`config.mk`:
```
export PLATFORM = sky130hd
export DESIGN_NAME = spi_sram_ctrl
export DESIGN_NICKNAME = d
export VERILOG_FILES = /design/src/rtl/spi_sram_pkg.sv /design/src/rtl/spi_sram_shifter.sv /design/src/rtl/spi_sram_ctrl.sv
export SDC_FILE = /design/constraint.sdc
export NUM_CORES = 1
export LEC_CHECK = 0
export BUFFER_PORTS_ARGS = -buffer_cell sky130_fd_sc_hd__buf_4
export CORE_AREA = 2 2 96 98
export CTS_CLUSTER_DIAMETER = 50
export DETAILED_ROUTE_END_ITERATION = 6
export DIE_AREA = 0 0 98 100
export GPL_TIMING_DRIVEN = 1
export PLACE_DENSITY_LB_ADDON = 0.12
export SYNTH_ARGS = -nofsm -noshare
export SYNTH_HDL_FRONTEND = slang
export SYNTH_HIERARCHICAL = 1
export SYNTH_SLANG_ARGS = --single-unit
export TNS_END_PERCENT = 1
```
`constraint.sdc`:
```
create_clock -name clk -period 3 [get_ports clk]
set_clock_uncertainty 0.05 [all_clocks]
set_input_delay 0.6 -clock clk [delete_from_list [all_inputs] [get_ports clk]]
set_output_delay 0.6 -clock clk [all_outputs]
set_load 0.1 [all_outputs]
```
`src/rtl/spi_sram_pkg.sv`:
```
// Shared definitions for the SPI serial-SRAM controller: opcodes, frame
// lengths, FSM states and the CPU-access frame builder.
package spi_sram_pkg;

  localparam logic [7:0] SPI_READ  = 8'h03;
  localparam logic [7:0] SPI_WRITE = 8'h02;
  localparam logic [7:0] SPI_WRMR  = 8'h01;
  localparam logic [7:0] MODE_SEQ  = 8'h40;

  // Frame lengths in bits: CPU access (cmd+addr+2 data bytes) and mode write.
  localparam logic [5:0] FRAME_LEN = 6'd40;
  localparam logic [5:0] MODE_LEN  = 6'd16;

  typedef enum logic [2:0] {
    ST_INIT      = 3'd0,
    ST_INIT_DONE = 3'd1,
    ST_IDLE      = 3'd2,
    ST_XFER      = 3'd3,
    ST_DONE      = 3'd4,
    ST_RELEASE   = 3'd5
  } state_e;

  // Little-endian word: low byte goes to address A, high byte to A+1.
  function automatic logic [39:0] build_frame(input logic        is_write,
                                              input logic [15:0] addr,
                                              input logic [15:0] wdata);
    logic [39:0] f;
    if (is_write) begin
      f = {SPI_WRITE, addr, wdata[7:0], wdata[15:8]};
    end else begin
      f = {SPI_READ, addr, 16'h0000};
    end
    return f;
  endfunction

endpackage

```
`src/rtl/spi_sram_shifter.sv`:
```
// SPI mode-0 bit engine: SCK divider, MSB-first frame shifter and MISO
// capture. A start pulse loads a left-aligned frame of nbits bits; done is
// high in the last cycle of the final SCK high phase.
module spi_sram_shifter #(
  parameter int CLK_DIV = 1
) (
  input  logic        clk,
  input  logic        rst_n,
  input  logic        start,
  input  logic [39:0] frame,
  input  logic [5:0]  nbits,
  input  logic        miso,
  output logic        sck,
  output logic        mosi,
  output logic        active,
  output logic        done,
  output logic [15:0] rx_word
);
  import spi_sram_pkg::*;

  localparam int DW = (CLK_DIV > 1) ? $clog2(CLK_DIV) : 1;

  logic          sck_q, sck_d;
  logic          mosi_q, mosi_d;
  logic          active_q, active_d;
  logic [DW-1:0] div_q, div_d;
  logic [5:0]    bit_cnt_q, bit_cnt_d;
  logic [39:0]   shreg_q, shreg_d;
  logic [15:0]   rx_q, rx_d;
  logic          phase_end_s;
  logic          done_s;

  assign phase_end_s = (div_q == DW'(CLK_DIV - 1));

  // Next-state: divide clk into SCK phases, shift MOSI on the falling edge, sample MISO on the rising edge.
  always_comb begin
    sck_d     = sck_q;
    mosi_d    = mosi_q;
    active_d  = active_q;
    div_d     = div_q;
    bit_cnt_d = bit_cnt_q;
    shreg_d   = shreg_q;
    rx_d      = rx_q;
    done_s    = 1'b0;
    if (start) begin
      active_d  = 1'b1;
      sck_d     = 1'b0;
      div_d     = '0;
      bit_cnt_d = nbits - 6'd1;
      mosi_d    = frame[39];
      shreg_d   = {frame[38:0], 1'b0};
    end else if (active_q) begin
      if (phase_end_s) begin
        div_d = '0;
        if (!sck_q) begin
          sck_d = 1'b1;
          rx_d  = {rx_q[14:0], miso};
        end else begin
          sck_d = 1'b0;
          if (bit_cnt_q == 6'd0) begin
            active_d = 1'b0;
            done_s   = 1'b1;
            mosi_d   = 1'b0;
          end else begin
            bit_cnt_d = bit_cnt_q - 6'd1;
            mosi_d    = shreg_q[39];
            shreg_d   = {shreg_q[38:0], 1'b0};
          end
        end
      end else begin
        div_d = div_q + DW'(1);
      end
    end else begin
      active_d = 1'b0;
    end
  end

  // Shifter state registers; SCK and MOSI come straight from flops.
  always_ff @(posedge clk or negedge rst_n) begin
    if (!rst_n) begin
      sck_q     <= 1'b0;
      mosi_q    <= 1'b0;
      active_q  <= 1'b0;
      div_q     <= '0;
      bit_cnt_q <= 6'd0;
      shreg_q   <= 40'h0;
      rx_q      <= 16'h0000;
    end else begin
      sck_q     <= sck_d;
      mosi_q    <= mosi_d;
      active_q  <= active_d;
      div_q     <= div_d;
      bit_cnt_q <= bit_cnt_d;
      shreg_q   <= shreg_d;
      rx_q      <= rx_d;
    end
  end

  assign sck     = sck_q;
  assign mosi    = mosi_q;
  assign active  = active_q;
  assign done    = done_s;
  assign rx_word = rx_q;

endmodule

```
`src/rtl/spi_sram_ctrl.sv`:
```
// CPU memory handshake to 23LC512-class SPI SRAM bridge. Each request moves
// one little-endian 16-bit word in sequential mode.
// Optional: define SPI_SRAM_MODE_INIT_EN to send a WRMR (sequential mode)
// frame after reset before the first request is accepted.
module spi_sram_ctrl #(
  parameter int CLK_DIV = 1
) (
  input  logic        clk,
  input  logic        rst_n,
  input  logic        mem_req,
  input  logic        mem_read,
  input  logic        mem_write,
  input  logic [15:0] mem_addr,
  input  logic [15:0] mem_wdata,
  output logic [15:0] mem_rdata,
  output logic        mem_ready,
  output logic        busy,
  output logic        spi_cs_n,
  output logic        spi_sck,
  output logic        spi_mosi,
  input  logic        spi_miso
);
  import spi_sram_pkg::*;

`ifdef SPI_SRAM_MODE_INIT_EN
  localparam state_e RESET_STATE = ST_INIT;
`else
  localparam state_e RESET_STATE = ST_IDLE;
`endif

  state_e      state_q, state_d;
  logic        cs_n_q, cs_n_d;
  logic        ready_q, ready_d;
  logic        busy_q, busy_d;
  logic [15:0] rdata_q, rdata_d;
  logic        is_write_q, is_write_d;

  logic        start_s;
  logic [39:0] frame_s;
  logic [5:0]  nbits_s;
  logic        active_s;
  logic        done_s;
  logic [15:0] rx_word_s;

  // mem_read duplicates !mem_write on this bus and carries no extra information.
  logic        unused_s;
  assign unused_s = mem_read;

  spi_sram_shifter #(.CLK_DIV(CLK_DIV)) u_shifter (
    .clk     (clk),
    .rst_n   (rst_n),
    .start   (start_s),
    .frame   (frame_s),
    .nbits   (nbits_s),
    .miso    (spi_miso),
    .sck     (spi_sck),
    .mosi    (spi_mosi),
    .active  (active_s),
    .done    (done_s),
    .rx_word (rx_word_s)
  );

  // FSM next-state and registered-output values for the CPU handshake and chip select.
  always_comb begin
    state_d    = state_q;
    cs_n_d     = cs_n_q;
    ready_d    = 1'b0;
    rdata_d    = rdata_q;
    is_write_d = is_write_q;
    start_s    = 1'b0;
    frame_s    = 40'h0;
    nbits_s    = FRAME_LEN;
    case (state_q)
`ifdef SPI_SRAM_MODE_INIT_EN
      ST_INIT: begin
        if (!active_s) begin
          start_s = 1'b1;
          frame_s = {SPI_WRMR, MODE_SEQ, 24'h000000};
          nbits_s = MODE_LEN;
          cs_n_d  = 1'b0;
        end else if (done_s) begin
          cs_n_d  = 1'b1;
          state_d = ST_INIT_DONE;
        end else begin
          cs_n_d  = 1'b0;
        end
      end
      ST_INIT_DONE: begin
        state_d = ST_IDLE;
      end
`endif
      ST_IDLE: begin
        if (mem_req) begin
          start_s    = 1'b1;
          frame_s    = build_frame(mem_write, mem_addr, mem_wdata);
          nbits_s    = FRAME_LEN;
          is_write_d = mem_write;
          cs_n_d     = 1'b0;
          state_d    = ST_XFER;
        end else begin
          cs_n_d     = 1'b1;
        end
      end
      ST_XFER: begin
        if (done_s) begin
          cs_n_d  = 1'b1;
          ready_d = 1'b1;
          state_d = ST_DONE;
          // First received byte came from address A, i.e. the low byte.
          if (!is_write_q) begin
            rdata_d = {rx_word_s[7:0], rx_word_s[15:8]};
          end else begin
            rdata_d = rdata_q;
          end
        end else begin
          cs_n_d = 1'b0;
        end
      end
      ST_DONE: begin
        state_d = ST_RELEASE;
      end
      ST_RELEASE: begin
        if (!mem_req) begin
          state_d = ST_IDLE;
        end else begin
          state_d = ST_RELEASE;
        end
      end
      default: begin
        cs_n_d  = 1'b1;
        state_d = ST_IDLE;
      end
    endcase
    busy_d = (state_d != ST_IDLE);
  end

  // State and output registers; reset drops CS immediately, abandoning any frame.
  always_ff @(posedge clk or negedge rst_n) begin
    if (!rst_n) begin
      state_q    <= RESET_STATE;
      cs_n_q     <= 1'b1;
      ready_q    <= 1'b0;
      busy_q     <= 1'b0;
      rdata_q    <= 16'h0000;
      is_write_q <= 1'b0;
    end else begin
      state_q    <= state_d;
      cs_n_q     <= cs_n_d;
      ready_q    <= ready_d;
      busy_q     <= busy_d;
      rdata_q    <= rdata_d;
      is_write_q <= is_write_d;
    end
  end

  assign mem_rdata = rdata_q;
  assign mem_ready = ready_q;
  assign busy      = busy_q;
  assign spi_cs_n  = cs_n_q;

endmodule

```
==> results by group, run 1 <==
Outcome
  • Status: complete, no violations

Die
  • Site Rows: 35
  • Die width: a little under 100 microns
  • Initial standard-cell utilization of the core: about half
  • Total die area: between 9000 and 10000 sq um
  • Top-Level Pins: between 50 and 60
  • Placeable core region: 8890 sq um
  • Chip height: ~100 microns

Yosys
  • Sequential-to-total area share from yosys stat: roughly 50%
  • Instance count of the mapped netlist: around 370
  • Library cells used by synthesis: around 50
  • Synthesized cell area: ~4300 sq um
  • Post-synthesis register bit count: 87
  • Async set or reset register ratio after synthesis: 100%
  • Number of synthesis warnings: 6
  • Syn_area_per_cell: 11.5 sq um
  • Post-synth EDFFs: 0
  • Post-synth top flop: sky130_fd_sc_hd__dfrtp_1

Routing
  • Avg Vias per Cell: 5.04
  • Number of violations reported at the end of detailed-routing iteration 0: about 110
  • DRC violation count after routing: 0
  • Drt wl/cell: ~13 microns
  • Count of vias placed by the detailed router: 2795
  • Routed WL: between 7000 and 8000 microns
  • Count of TritonRoute iterations in the first routing pass: 4
  • Antenna Nets Post-Route: 0

Placed design
  • Placer Congestion: approximately 0.8
  • Count of port buffers added during placement: between 50 and 60
  • Detailed Place HPWL: a little under 5000 microns

STA
  • Post-route setup TNS: 0 ns
  • Tightest slew margin relative to the limit: between 50 and 60%
  • Number of hold violations in the final report: 0
  • Post-layout minimum cycle time: about 2.6 ns
  • Slew at the pin closest to its max-slew limit: between 0.7 and 0.8 ns
  • Setup repair after global routing missed its margin: no
  • Setup Viol. Count Final: 0
  • Ratio of final minimum period to clock period: between 80 and 90%
  • Final count of pins violating max slew: 0
  • Maximum clock frequency: about 380 MHz

Cells and area
  • Nets: 480
  • Ant diodes: 0
  • Fraction of layout cells with a size suffix above 1: 27.9%
  • P&R area growth vs syn: 17.9%

Critical path
  • Worst reg2reg path startpoint: u_shifter/bit_cnt_q[2]
  • Arrival time of data at the critical path endpoint: around 2.8 ns
  • Kind of start point of the critical path: flip-flop
  • Data required time at the worst endpoint: roughly 3.2 ns
  • FF-to-FF path depth: 6
  • Critical path capture point type: flip-flop
  • Worst setup slack for register-to-register paths: ~0.37 ns
  • Worst Setup Path Type: reg -> reg
  • Critical-path maximum fanout: 16
  • Worst reg2reg endpoint: mem_rdata[4]

Power and ir drop
  • Relative contribution of sequential cells to total power: ~37%
  • Internal power consumption: roughly 3200 uW
  • Logic gate share of total power: 46.9%
  • Clock group share of total power: roughly 17%
  • Leakage power figure: about 0.0024 uW
  • Overall Power: 5460 uW
  • Largest voltage drop on the vdd net: 0.580 mV
  • Sw Share: between 40% and 50%
  • PD cells: between 1000 and 1500 nW/um^2
  • Power spent charging and discharging nets: roughly 2300 uW

CTS
  • Latest clock arrival within the worst-skew pair: around 0.34 ns
  • Clock H-tree levels: 3
  • Number of buffers inserted by hold repair at cts: 0
  • # resized after CTS: 0
  • Clock tree buffer depth: 2
  • TritonCTS clock tree: built
  • Clock transition at the registers of the reported paths: 0.08 ns
  • Number of CTS-inserted buffers: 9
  • Number of clock sinks seen by CTS: just under 90
  • Setup Fix Bufs, Post-CTS: 0
  • Library cell used as clock root buffer: sky130_fd_sc_hd__clkbuf_8

Global routing
  • Global-route track usage on met3: 3.41%
  • Total grt overflow: 0
  • First-pass GRT wire length: between 10000 and 15000 microns
  • Grt peak-use layer: met2
  • Number of antenna violations at the first check in global routing: 0
  • Largest net degree at the start of global routing: between 90 and 100
  • Met1 Usage GRT: between 20% and 30%
  • Global routing met2 resource utilization: about a quarter
  • Vias in the first global route: about 2.8k
  • Combined global-route utilization of all metal layers: ~16%

Run
  • Maxcap violations: 0

Hold path
  • Type of the most critical hold path: in -> async
[worst max-delay path by stage]
stage,cells past startpoint,slack (ns),from,to
3_3_place_gp,6,0.35,u_shifter/bit_cnt_q[2],mem_rdata[1]
3_5_place_dp,6,0.36,u_shifter/bit_cnt_q[2],mem_rdata[15]
2_1_floorplan,12,0.04,state_q[1],u_shifter/bit_cnt_q[4]
5_1_grt,6,0.24,u_shifter/bit_cnt_q[2],mem_rdata[4]
6_report,6,0.37,u_shifter/bit_cnt_q[2],mem_rdata[4]
4_1_cts,6,0.35,u_shifter/bit_cnt_q[2],mem_rdata[4]
[layer usage]
| layer | up-vias | share of wire (%) |
|---|---|---|
| li1 | 1410 | - |
| met1 | 1346 | 48 |
| met2 | 35 | 48 |
| met3 | 4 | 3.8 |
| met4 | 0 | 0.85 |
| met5 | - | 0 |
[power by group through the flow]
stage	Sequential [uW]	Combinational, uW	Clock (uW)
after floorplan	2640	1570	0
after global placement	2000	2550	0
after detailed placement	2020	2590	0
after CTS	2000	2590	940
after global routing	2060	2780	985
final	1990	2560	907
[registers in the layout (all words and copies together) (netlist names), 3 cells and up]
name                 cells
u_shifter/shreg_q       39
state_q                  3
u_shifter/bit_cnt_q      6
u_shifter/rx_word       16
mem_rdata               16
[cell type report]
class,count,area [sq um]
clock buffers,10,138
clock inverters,6,92.6
fillers,798,3840
inverters,5,18.8
multi-input cells,274,1990
flip-flops and latches,87,2180
well taps,111,139
repair buffers,62,490
[cell families after synthesis]
family                     Yosys count  synth area share [%]
buffers and inverters               29                  4.27
AOI/OAI and AO/OA                   62                  8.85
xor gates and xnor gates             6                  1.23
DFF                                 87                  50.9
adders and majority gates            3                 0.877
muxes                               75                  19.4
other                                2                 0.175
and+or+nand+nor                    108                  14.3
[layout by cell type, fill, tap and decap left out, types with 3 or more instances in the layout]
| cell | netlist | layout |
|---|---|---|
| sky130_fd_sc_hd__mux2_4 | 10 | 10 |
| sky130_fd_sc_hd__o21ai_0 | 25 | 25 |
| sky130_fd_sc_hd__clkbuf_8 | 0 | 10 |
| sky130_fd_sc_hd__nand3_1 | 3 | 3 |
| sky130_fd_sc_hd__dfrtp_1 | 85 | 85 |
| sky130_fd_sc_hd__inv_1 | 5 | 5 |
| sky130_fd_sc_hd__mux2_2 | 24 | 24 |
| sky130_fd_sc_hd__xnor2_1 | 4 | 4 |
| sky130_fd_sc_hd__and2_1 | 17 | 17 |
| sky130_fd_sc_hd__nand2_1 | 48 | 48 |
| sky130_fd_sc_hd__nor2_1 | 3 | 3 |
| sky130_fd_sc_hd__o21ai_1 | 18 | 18 |
| sky130_fd_sc_hd__mux2i_1 | 41 | 41 |
| sky130_fd_sc_hd__conb_1 | 2 | 20 |
| sky130_fd_sc_hd__ha_1 | 3 | 3 |
| sky130_fd_sc_hd__buf_4 | 0 | 60 |
| sky130_fd_sc_hd__and3_1 | 17 | 17 |
[per-stage QoR]
step | cell area [sq um] | worst slack, ns | hold slack (ns) | util, % | cells
after floorplan | 4350 | 0.0426 | 0.254 | - | 390
after global placement | 4820 | 0.354 | 0.436 | 54.2 | 539
after detailed placement | 4820 | 0.364 | 0.448 | 54.2 | 539
after CTS | 5050 | 0.345 | 0.228 | 56.8 | 555
after global routing | 5050 | 0.237 | 0.262 | 56.8 | 555
final | 5050 | 0.372 | 0.219 | 56.8 | 555
[worst max-delay path, stage by stage, from the launching register on]
cell                       delay, ns
sky130_fd_sc_hd__dfrtp_1        0.42
sky130_fd_sc_hd__or3_4          0.43
sky130_fd_sc_hd__nor4_1         0.39
sky130_fd_sc_hd__and3_1         0.31
sky130_fd_sc_hd__nand4b_4       0.19
sky130_fd_sc_hd__nor2_8         0.35
sky130_fd_sc_hd__mux2_2         0.38
[synthesized netlist by cell type (2+ instances only)]
library cell	n	area [sq um]
sky130_fd_sc_hd__and2_1	17	106
sky130_fd_sc_hd__nor3_1	2	10.0
sky130_fd_sc_hd__mux2_4	10	150
sky130_fd_sc_hd__dfrtp_1	85	2130
sky130_fd_sc_hd__nor2_1	3	11.3
sky130_fd_sc_hd__o21ai_1	18	90.1
sky130_fd_sc_hd__nor3b_1	2	15.0
sky130_fd_sc_hd__conb_1	2	7.51
sky130_fd_sc_hd__buf_6	7	78.8
sky130_fd_sc_hd__nand3_1	3	15.0
sky130_fd_sc_hd__nor4_1	2	12.5
sky130_fd_sc_hd__o22ai_1	2	12.5
sky130_fd_sc_hd__buf_2	4	20.0
sky130_fd_sc_hd__xnor2_1	4	35.0
sky130_fd_sc_hd__a21oi_1	2	10.0
sky130_fd_sc_hd__ha_1	3	37.5
sky130_fd_sc_hd__dfstp_2	2	52.6
sky130_fd_sc_hd__o21bai_1	2	15.0
sky130_fd_sc_hd__nor4b_1	2	17.5
sky130_fd_sc_hd__and3_1	17	106
sky130_fd_sc_hd__xor2_1	2	17.5
sky130_fd_sc_hd__nand2_1	48	180
sky130_fd_sc_hd__mux2_2	24	270
sky130_fd_sc_hd__mux2i_1	41	410
sky130_fd_sc_hd__o211ai_1	2	15.0
sky130_fd_sc_hd__inv_1	5	18.8
sky130_fd_sc_hd__o21ai_0	25	125
sky130_fd_sc_hd__clkbuf_1	12	45.0
sky130_fd_sc_hd__a211o_1	2	17.5
Power figures use the tool's default switching activity.
==> run 2: changes to the inputs <==
ABC_AREA = 1   (was not set)
CORE_AREA = 2 2 121 123   (was 2 2 96 98)
DIE_AREA = 0 0 123 125   (was 0 0 98 100)
MAX_ROUTING_LAYER = met4   (was not set)
==> run 2 against run 1 <==
  * Setup slack better by 0.29 ns
  * Die area grew 57%
  * Routed wire length increased by 24%
  * Register-to-register slack better by 0.29 ns
  * Via count rose by 23%
  * Final cell count rose by 43%
  * Sequential share of layout area about the same
  * Largest cell class unchanged
  * Largest power group unchanged
  * Highest routed layer unchanged
==> results by group, run 2 <==
CTS
  • Library cell used as clock root buffer: sky130_fd_sc_hd__clkbuf_16
  • Number of buffers inserted by hold repair at cts: 0
  • Number of clock sinks seen by CTS: 87
  • TritonCTS clock tree: built
  • Setup Fix Bufs, Post-CTS: 0
  • Clock transition at the registers of the reported paths: 0.06 ns
  • Latest clock arrival within the worst-skew pair: 0.34 ns
  • Number of CTS-inserted buffers: 9
  • # resized after CTS: 0
  • Clock tree buffer depth: 2
  • Clock H-tree levels: 3

Cells and area
  • Final core utilization: roughly 36%
  • Most frequent cells in the layout: sky130_fd_sc_hd__nand2_1 (214), sky130_fd_sc_hd__dfrtp_1 (85), sky130_fd_sc_hd__nand3_1 (67)
  • Ant diodes: 0
  • Storage cell area: about 2200 sq um
  • P&R area growth vs syn: 20.9%
  • Number of flip-flops under the largest register name: 39
  • Non-filler instance count after layout: between 700 and 800
  • Fraction of layout cells with a size suffix above 1: 15.1%
  • Total non-filler cell area in the finished layout: roughly 5000 sq um
  • Largest Register: u_shifter/shreg_q
  • Number of filler instances in the final layout: 1559
  • Most common cell after layout, fill and taps aside: sky130_fd_sc_hd__nand2_1
  • Multi-input combinational cell area: around 1700 sq um
  • Nets: between 600 and 700

Yosys
  • Async set or reset register ratio after synthesis: between 90% and 100%
  • Proportion of netlist area held by the largest area contributor: between 50% and 60%
  • Synth top area cells: sky130_fd_sc_hd__dfrtp_1 (51%), sky130_fd_sc_hd__nand2_1 (19%), sky130_fd_sc_hd__nand3_1 (8.0%), sky130_fd_sc_hd__nor2_1 (5.1%), sky130_fd_sc_hd__inv_1 (4.1%)
  • Number of synthesis warnings: 6
  • Area fraction in compound gates after synthesis: 3.09%
  • Largest family of logic cells by synthesized area: simple AND/OR/NAND/NOR gates
  • Syn_area_per_cell: 7.68 sq um
  • Post-synth top flop: sky130_fd_sc_hd__dfrtp_1
  • Largest area contributor in the synthesized netlist: sky130_fd_sc_hd__dfrtp_1
  • Instance count of the mapped netlist: 544
  • Post-synth EDFFs: 0
  • Portion of netlist area occupied by mux cells: 0%
  • Library cells used by synthesis: 27
  • Post-synthesis adder-cell area fraction: less than 1%
  • Top-count cell post-synth: sky130_fd_sc_hd__nand2_1
  • Synthesized cell area: ~4200 sq um
  • Cell types with the highest counts after synthesis: sky130_fd_sc_hd__nand2_1 (214), sky130_fd_sc_hd__dfrtp_1 (85), sky130_fd_sc_hd__nand3_1 (67)
  • Post-synthesis register bit count: just under 90
  • Xor/xnor share of the synthesized area: less than 1%
  • Sequential-to-total area share from yosys stat: 52.2%
  • Synthesized-area fraction occupied by and/or/nand/nor cells: between 30% and 40%

STA
  • Post-layout minimum cycle time: around 2.3 ns
  • Worst hold-check slack: 0.237 ns
  • Setup Viol. Count Final: 0
  • Maximum clock frequency: roughly 430 MHz
  • Tightest slew margin relative to the limit: 43.7%
  • Number of hold violations in the final report: 0
  • Slew at the pin closest to its max-slew limit: 0.843 ns
  • Final count of pins violating max slew: 0
  • Ratio of final minimum period to clock period: around 78%
  • Setup repair after global routing missed its margin: no
  • Post-route setup TNS: 0 ns

Routing
  • Antenna Nets Post-Route: 0
  • DRC violation count after routing: 0
  • Avg Vias per Cell: approximately 4.3
  • Count of TritonRoute iterations in the first routing pass: 4
  • Number of violations reported at the end of detailed-routing iteration 0: roughly 190
  • Drt wl/cell: between 10 and 15 microns
  • Routed WL: roughly 9100 microns
  • Count of vias placed by the detailed router: ~3.5k

Critical path
  • CP peak stage delay: roughly 0.56 ns
  • Critical path buffer and inverter count: 3
  • Kind of start point of the critical path: flip-flop
  • Arrival time of data at the critical path endpoint: 2.56 ns
  • Critical-path top delay cell: sky130_fd_sc_hd__dfstp_2
  • Most frequent CP cell: sky130_fd_sc_hd__buf_4
  • Critical-path maximum fanout: 35
  • Largest delay share family, worst path: simple AND/OR/NAND/NOR gates
  • Data required time at the worst endpoint: approximately 3.2 ns
  • Critical Path, Cell by Cell: nand4_1 > inv_1 > buf_4 > buf_4 > nand2_2 > nor2_1 > nand2_1 > nand3_1
  • Worst Setup Path Type: reg -> reg
  • Critical path capture point type: flip-flop

Die
  • Site Rows: 44
  • Die width: 123 microns
  • Total die area: roughly 15000 sq um
  • Chip height: approximately 130 microns
  • Placeable core region: approximately 14000 sq um
  • Initial standard-cell utilization of the core: about 29%
  • Top-Level Pins: 59

Placed design
  • Detailed Place HPWL: a little under 6000 microns
  • Total instance count after detailed placement: just under 800
  • Placed Instance Area: around 4800 sq um
  • Placer Congestion: between 0.7 and 0.8
  • Count of port buffers added during placement: 57

Global routing
  • First-pass GRT wire length: 16200 microns
  • Largest net degree at the start of global routing: 49
  • Combined global-route utilization of all metal layers: a little over an eighth
  • Vias in the first global route: ~3.5k
  • Number of antenna violations at the first check in global routing: 0
  • Total grt overflow: 0

Power and ir drop
  • Largest voltage drop on the vdd net: 0.359 mV
  • Leakage power figure: 0.00271 uW
  • PD cells: 1050 nW/um^2

Outcome
  • Status: complete, no violations

Hold path
  • Type of the most critical hold path: in -> async

Run
  • Maxcap violations: 0
run 2: cell types whose count changed after synthesis, sizes merged, moves of 17 or more:
cell	change
nand2	+173
nand3	+64
nor2	+54
inv	+44
mux2i	-41
mux2	-34
o21ai	-27
and2	-17
and3	-17
run 2: final cells by class:
class | count | share of cell area, %
Clock inverter | 4 | 0.471
Tap cell | 184 | 4.56
Multi-Input combinational cell | 396 | 33.8
Timing Repair Buffer | 63 | 9.62
Clock buffer | 11 | 4.61
Sequential cell | 87 | 43.2
Inverter | 50 | 3.77
run 2: final timing paths:
kind / startpoint / to / slack (ns) / depth (start not counted)
setup / recovery: state_q[1] / u_shifter/shreg_q[4] / 0.66 / 8
hold / removal: rst_n / mem_rdata[3] / 0.24 / 1
setup reg to reg: state_q[1] / u_shifter/shreg_q[4] / 0.66 / 8
hold reg to reg: mem_rdata[4] / mem_rdata[4] / 0.42 / 2
max in group asynchronous: rst_n / u_shifter/shreg_q[6] / 2.02 / 2
min in group clk: mem_rdata[4] / mem_rdata[4] / 0.42 / 2
run 2: through the flow:
step / setup slack [ns] / total power, uW
after floorplan: 0.398 / 3870
after global placement: 0.328 / 4350
after detailed placement: 0.316 / 4380
after CTS: 0.587 / 5420
after global routing: 0.304 / 5810
final: 0.663 / 5320
run 2: kinds of logic after synthesis:
| family | count (synthesis) |
|---|---|
| AND/OR/NAND/NOR | 353 |
| flip-flops | 87 |
| buffers and inverters | 73 |
| AO/OA/AOI/OAI | 25 |
| adder cells (fa/ha/maj) | 3 |
| other | 2 |
| XOR/XNOR | 1 |
run 2: report_power, final:
group          switching [uW]  internal (uW)
registers                 281           1670
logic                    1760            611
clock network             444            554
total                    2490           2840
run 2: worst reg2reg max path, cell delays in order, from the launching register on:
cell,delay (ns)
sky130_fd_sc_hd__dfstp_2,0.56
sky130_fd_sc_hd__nand4_1,0.17
sky130_fd_sc_hd__inv_1,0.14
sky130_fd_sc_hd__buf_4,0.26
sky130_fd_sc_hd__buf_4,0.40
sky130_fd_sc_hd__nand2_2,0.33
sky130_fd_sc_hd__nor2_1,0.19
sky130_fd_sc_hd__nand2_1,0.07
sky130_fd_sc_hd__nand3_1,0.10
run 2: routing by layer:
layer  wire, microns  GRT usage, %
met4             133          4.61
met2            3950          19.5
met1            4590          18.0
met5               0             -
met3             390          3.10
